===== src/rtl/jk_pkg.sv =====
// Shared definitions for the JK up/down counter.
// - JK excitation codes, ordered {J, K}
// - Default counter width and modulus
package jk_pkg;

    localparam logic [1:0] JK_HOLD   = 2'b00;
    localparam logic [1:0] JK_RESET  = 2'b01;
    localparam logic [1:0] JK_SET    = 2'b10;
    localparam logic [1:0] JK_TOGGLE = 2'b11;

    localparam int unsigned DEF_WIDTH   = 4;
    localparam int unsigned DEF_MODULUS = 10;

endpackage


===== src/rtl/jk_stage.sv =====
// One JK flip-flop.
// Ports:
//   clk - rising-edge clock
//   clr - asynchronous active-low clear (Q -> 0)
//   J,K - excitation: 00 hold, 01 reset, 10 set, 11 toggle
//   Q   - stored bit
//   Qn  - complement of Q
module jk_stage
    import jk_pkg::*;
(
    input  logic clk,
    input  logic clr,
    input  logic J,
    input  logic K,
    output logic Q,
    output logic Qn
);

    logic q_q;

    always_ff @(posedge clk or negedge clr) begin
        if (!clr) begin
            q_q <= 1'b0;
        end else begin
            unique case ({J, K})
                JK_HOLD:   q_q <= q_q;
                JK_RESET:  q_q <= 1'b0;
                JK_SET:    q_q <= 1'b1;
                JK_TOGGLE: q_q <= ~q_q;
                default:   q_q <= q_q;
            endcase
        end
    end

    assign Q  = q_q;
    assign Qn = ~q_q;

endmodule


===== src/rtl/jk_updown_counter.sv =====
// Modulo-MODULUS up/down counter built from WIDTH JK flip-flops.
// The next count is computed here and delivered to the stages only via
// per-bit J/K excitation; the stages never see the next count directly.
// Ports:
//   clk  - rising-edge clock
//   clr  - asynchronous active-low clear
//   en   - count enable
//   up   - direction: 1 up, 0 down
//   load - synchronous parallel load (priority over en)
//   D    - load value (out-of-range values load 0)
//   Q    - present count
//   J, K - excitation currently applied to each stage
//   tc   - terminal count for the current direction
module jk_updown_counter
    import jk_pkg::*;
#(
    parameter int unsigned WIDTH   = DEF_WIDTH,
    parameter int unsigned MODULUS = DEF_MODULUS
) (
    input  logic             clk,
    input  logic             clr,
    input  logic             en,
    input  logic             up,
    input  logic             load,
    input  logic [WIDTH-1:0] D,
    output logic [WIDTH-1:0] Q,
    output logic [WIDTH-1:0] J,
    output logic [WIDTH-1:0] K,
    output logic             tc
);

    // Modulus is widened by one bit so MODULUS == 2**WIDTH still compares correctly.
    localparam logic [WIDTH:0]   ModExt = (WIDTH + 1)'(MODULUS);
    localparam logic [WIDTH-1:0] MaxVal = WIDTH'(MODULUS - 1);
    localparam logic [WIDTH-1:0] One    = WIDTH'(1);

    logic [WIDTH-1:0] q;
    logic [WIDTH-1:0] qn;
    logic [WIDTH-1:0] n_cnt;

    for (genvar i = 0; i < WIDTH; i++) begin : g_stage
        jk_stage u_stage (
            .clk (clk),
            .clr (clr),
            .J   (J[i]),
            .K   (K[i]),
            .Q   (q[i]),
            .Qn  (qn[i])
        );
    end

    always_comb begin
        n_cnt = q;
        if (load) begin
            n_cnt = ({1'b0, D} < ModExt) ? D : '0;
        end else if (en) begin
            if (up) begin
                // '>=' also sends any illegal count back to 0
                n_cnt = (q >= MaxVal) ? '0 : q + One;
            end else if (q == '0) begin
                n_cnt = MaxVal;
            end else if (q > MaxVal) begin
                n_cnt = '0;
            end else begin
                n_cnt = q - One;
            end
        end
    end

    // Set only bits that must rise, reset only bits that must fall; never toggle.
    assign J  = qn & n_cnt;
    assign K  = q & ~n_cnt;
    assign Q  = q;
    assign tc = en & ~load & ((up & (q == MaxVal)) | (~up & (q == '0)));

endmodule


===== config.mk =====
export PLATFORM = sky130hd
export DESIGN_NAME = jk_updown_counter
export DESIGN_NICKNAME = d
export VERILOG_FILES = /design/src/rtl/jk_pkg.sv /design/src/rtl/jk_stage.sv /design/src/rtl/jk_updown_counter.sv
export SDC_FILE = /design/constraint.sdc
export NUM_CORES = 1
export LEC_CHECK = 0
export ABC_AREA = 1
export CAP_MARGIN = 10
export CORE_AREA = 2 2 39 41
export DETAILED_ROUTE_END_ITERATION = 12
export DIE_AREA = 0 0 41 43
export PLACE_DENSITY = 0.76
export SYNTH_ARGS = -nofsm -noshare
export SYNTH_HDL_FRONTEND = slang
export SYNTH_HIERARCHICAL = 1
export SYNTH_SLANG_ARGS = --single-unit

===== constraint.sdc =====
create_clock -name clk -period 5.1 [get_ports clk]
set_input_delay 1.275 -clock clk [delete_from_list [all_inputs] [get_ports clk]]
set_output_delay 1.275 -clock clk [all_outputs]
set_load 0.005 [all_outputs]

# Word-level counts from Yosys, hierarchy flattened
# Index checks and enable logic that the tools add are counted.
# Widths: inputs -> output; s select.
# classes
n_eq_ne,13
n_lt_le_gt_ge,3
n_reduce_logical,5
mux,11
n_bitwise,14
add_sub_neg,2
# ops
op,n
$mux 4,7
$eq 2x2->1 const B,8
$pmux 1 s3,4
$and 4x4->4,2
$eq 2x1->1 const B,4
$logic_not 2->1,4
$not 1->1,6
$add 4x1->4 const B,1
$and 1x1->1,4
$eq 4x4->1 const B,1
$ge 4x4->1 const B,1
$gt 4x4->1 const B,1
$logic_not 4->1,1
$lt 4x4->1 const B,1
$not 4->4,1
$sub 4x1->4 const B,1
$or 1x1->1,1
# totals
elab_cells,52
out_inout_bits,13
inputBits,9
regBits,4

# Depth between registers and ports, before layout
# logic_depth
word_depth,10
ltp_mapped,14
depth_no_buf,14

# By module
# The synthesis kept the hierarchy.
# modules_own_cells
mod,instances,seq_area_each_um2,area_each_um2,cells_per_inst
jk_updown_counter,1,0.0,397.9,79
jk_stage,4,25.0,48.8,6

# Worst setup path before layout
# No wires, ideal clock.
# synth_timing
path_kind,input-to-output
from,input port up
to,output port J[2]
arrival_time_ns,1.861
required_ns,3.825
n_path_buf,0
setup_slack_ns,1.964
cell_stages,6
path_cell_list,inv_1 > nor2_2 > nand2_1 > nand3_1 > nand2_1 > a21boi_1
# synth_via
elab_chain_len,4
# synth_rtl
element,line,source
from (decl),jk_updown_counter.sv:23,"input logic up,"
$mux 4,jk_updown_counter.sv:57,if (up) begin
$mux 4,jk_updown_counter.sv:56,end else if (en) begin
$mux 4,jk_updown_counter.sv:54,if (load) begin
$and 4x4->4,jk_updown_counter.sv:71,assign J = qn & n_cnt;
to (decl),jk_updown_counter.sv:27,"output logic [WIDTH-1:0] J,"
# Every way passes these cells.

# Worst setup path in the final report
# Same ends and word-level chain as after synthesis.

==> reports/metrics.yaml <==
clock_tree:
  clock-sinks: 4
  postCtsSetupRepairBufs: 0
  post_cts_resized: 0
  cts_root_buffer: "clkbuf_4"
  cts_made_buffers: 3
  cts_hold_buf: 0
  clock_path_buffers: 2
  insertion_delay_ns: 0.23
  htreeDepth: 1
  path_clk_slew_ns: 0.03
  cts_tree: "yes"
floorplan:
  core_sq_mm: 0.00138
  dieArea_sq_mm: 0.00176
  num_rows: 14
  die_h_um: 43
  initial_utilization: 0.429
  num_io_pins: 22
  fp.dieW_um: 41
sta:
  min_period_ns: 4.27
  whs_ns: 0.680
  rsz0062_at_grt: "false"
  setup_tns_ns: 0
  timing.final.crit_share: 0.837
  drv_slew: 0
  worstMarginPinSlew_ns: 0.383
  skew_ns: 0.00583
  hold_violations: 0
  slew_headroom: 0.744
  finalSetupViolCount: 0
  timing.fmax_mhz: 234
layout:
  nets: 140
  largest_register_ffs: 4
  drive_gt1_frac: 0.183
  ff_latch_area_sq_um: 100
  fillers: 125
  multi_input_area_sq_um: 405
  fin_util: 0.608
  final_common_cell: "nand2_1"
  final_cell_mix: "22 x nand2_1, 21 x clkdlybuf4s50_1, 17 x inv_1, 12 x nand2_2, 12 x nand3_1"
  n_antenna_cell: 0
  area_growth_syn_to_layout_pct: 41.8
worst_setup_path:
  cp.arrival_ns: 2.99
  crit_path_top_delay_cell: "clkdlybuf4s50_1"
  worstPathMaxFanout: 7
  crit_path_end_kind: "primary output"
  crit_required_ns: 3.83
  cp_top_family: "buffers and inverters"
  cp_num_buf_inv: 3
  crit_chain: "clkdlybuf4s50_1 > inv_1 > nor2_2 > nand2_1 > nand3_1 > nand2_1 > a21boi_1 > clkdlybuf4s50_1"
  startpoint_type: "input pin"
  slowest_delay_ns: 0.54
  crit_type: "input pin to primary output"
routing:
  drt_wl_total_um: 1500
  remaining_drc_errors: 0
  routed-via-count: 687
  vias_per_cell: 4.84
  dr.first_iter.drc_count: 16
  routedWlPerCell_um: 10.5
  drt-pass1-iter-count: 4
  postRouteAntennaNets: 0
yosys:
  avgSynthCellArea_sq_um: 5.76
  syn_area_sq_um: 593
  netlist_instances: 103
  synth.distinct_cells: 17
  yosys_register_bits: 4
  ys_warn_count: 6
  synth-seq-area-share: 0.169
  synth_nets: 115
global_routing:
  grt_pass1_vias: 658
  grt_max_degree: 11
  grtUsageTotal: 0.209
  antenna_found_initial: 0
  grt_overflow: 0
  grt_pass1_wl_um: 2600
power_and_ir_drop:
  ir_worst_vdd_mv: 0.297
  leakage_nw: 0.431
  p_per_area_mw_per_mm2: 528
placed_design:
  gp_routability_congestion: 0.748
  numPortBuffers: 21
  place_hpwl_um: 1180
status:
  status: "complete, no violations"
min_path:
  hold_path_class: "register to register"
flow_run:
  maxCapViolCount: 0
[final timing paths]
path | startpoint | end | slack [ns] | cells after the start
setup reg to reg | g_stage[0].u_stage/Q$_DFFE_PN0P_ | g_stage[0].u_stage/Q$_DFFE_PN0P_ | 3.08 | 12
setup / recovery | up | J[2] | 0.83 | 8
max in group asynchronous | clr | g_stage[1].u_stage/Q$_DFFE_PN0P_ | 3.69 | 1
hold / removal | g_stage[1].u_stage/Q$_DFFE_PN0P_ | g_stage[1].u_stage/Q$_DFFE_PN0P_ | 0.68 | 2
min in group asynchronous | clr | g_stage[0].u_stage/Q$_DFFE_PN0P_ | 1.24 | 1
hold reg to reg | g_stage[1].u_stage/Q$_DFFE_PN0P_ | g_stage[1].u_stage/Q$_DFFE_PN0P_ | 0.68 | 2
[cell usage after synthesis]
library cell	count	area share
buf_2	1	0.0084
xor2_1	1	0.015
nand2_1	22	0.14
nand3_1	12	0.10
inv_1	17	0.11
a21oi_1	6	0.051
inv_2	5	0.032
dfrtp_1	4	0.17
nor2_1	8	0.051
a21boi_1	2	0.025
nand4_1	3	0.032
a21boi_2	1	0.019
nand2_2	12	0.13
nor2_2	1	0.011
o21ai_0	4	0.034
nand3_2	1	0.017
ha_1	3	0.063
[worst reg2reg max path: cells and delay by family, from the launching register on]
kind | cells | cell delay [ns]
adders and majority gates | 1 | 0.26
buffers and inverters | 2 | 0.24
and+or+nand+nor | 8 | 0.67
DFF | 1 | 0.54
AOI/OAI and AO/OA | 1 | 0.19
[cell families (layout without fill, tap and decap cells)]
family | count (synthesis) | count (layout) | synth area share
and+or+nand+nor | 59 | 59 | 0.477
buffers and inverters | 23 | 46 | 0.148
AOI/OAI and AO/OA | 13 | 13 | 0.129
DFF | 4 | 4 | 0.169
adders and majority gates | 3 | 3 | 0.0633
xor gates and xnor gates | 1 | 1 | 0.0148
[report_power, final]
part / internal [mW] / switching [mW]
logic: 0.152 / 0.162
registers: 0.0474 / 0.0445
clock network: 0.0262 / 0.0113
[routing by layer]
layer	up-vias	share of wire	routed length, um	track usage
met5	-	0	0	0
met4	0	0	0	0.0600
met3	0	0.046	69	0.0366
met2	19	0.51	758	0.331
met1	298	0.45	668	0.279
li1	370	-	-	-
[metrics by stage]
stage                     cells  setup WS [ns]  power, mW  cell area (sq um)
after global placement      139          0.852      0.396                818
after global routing        142          0.667      0.491                841
final                       142          0.831      0.444                841
after floorplan             103           1.96      0.276                593
after CTS                   142          0.827      0.445                841
after detailed placement    139          0.816      0.404                818
[area by class of cell]
cell class | count | share of cell area
tap | 16 | 0.0238
inverter | 22 | 0.0982
timing repair buffer | 21 | 0.250
sequential | 4 | 0.119
clock buffer | 3 | 0.0268
multi-input combinational | 76 | 0.482
No activity file was read; power rests on OpenSTA's default activity.
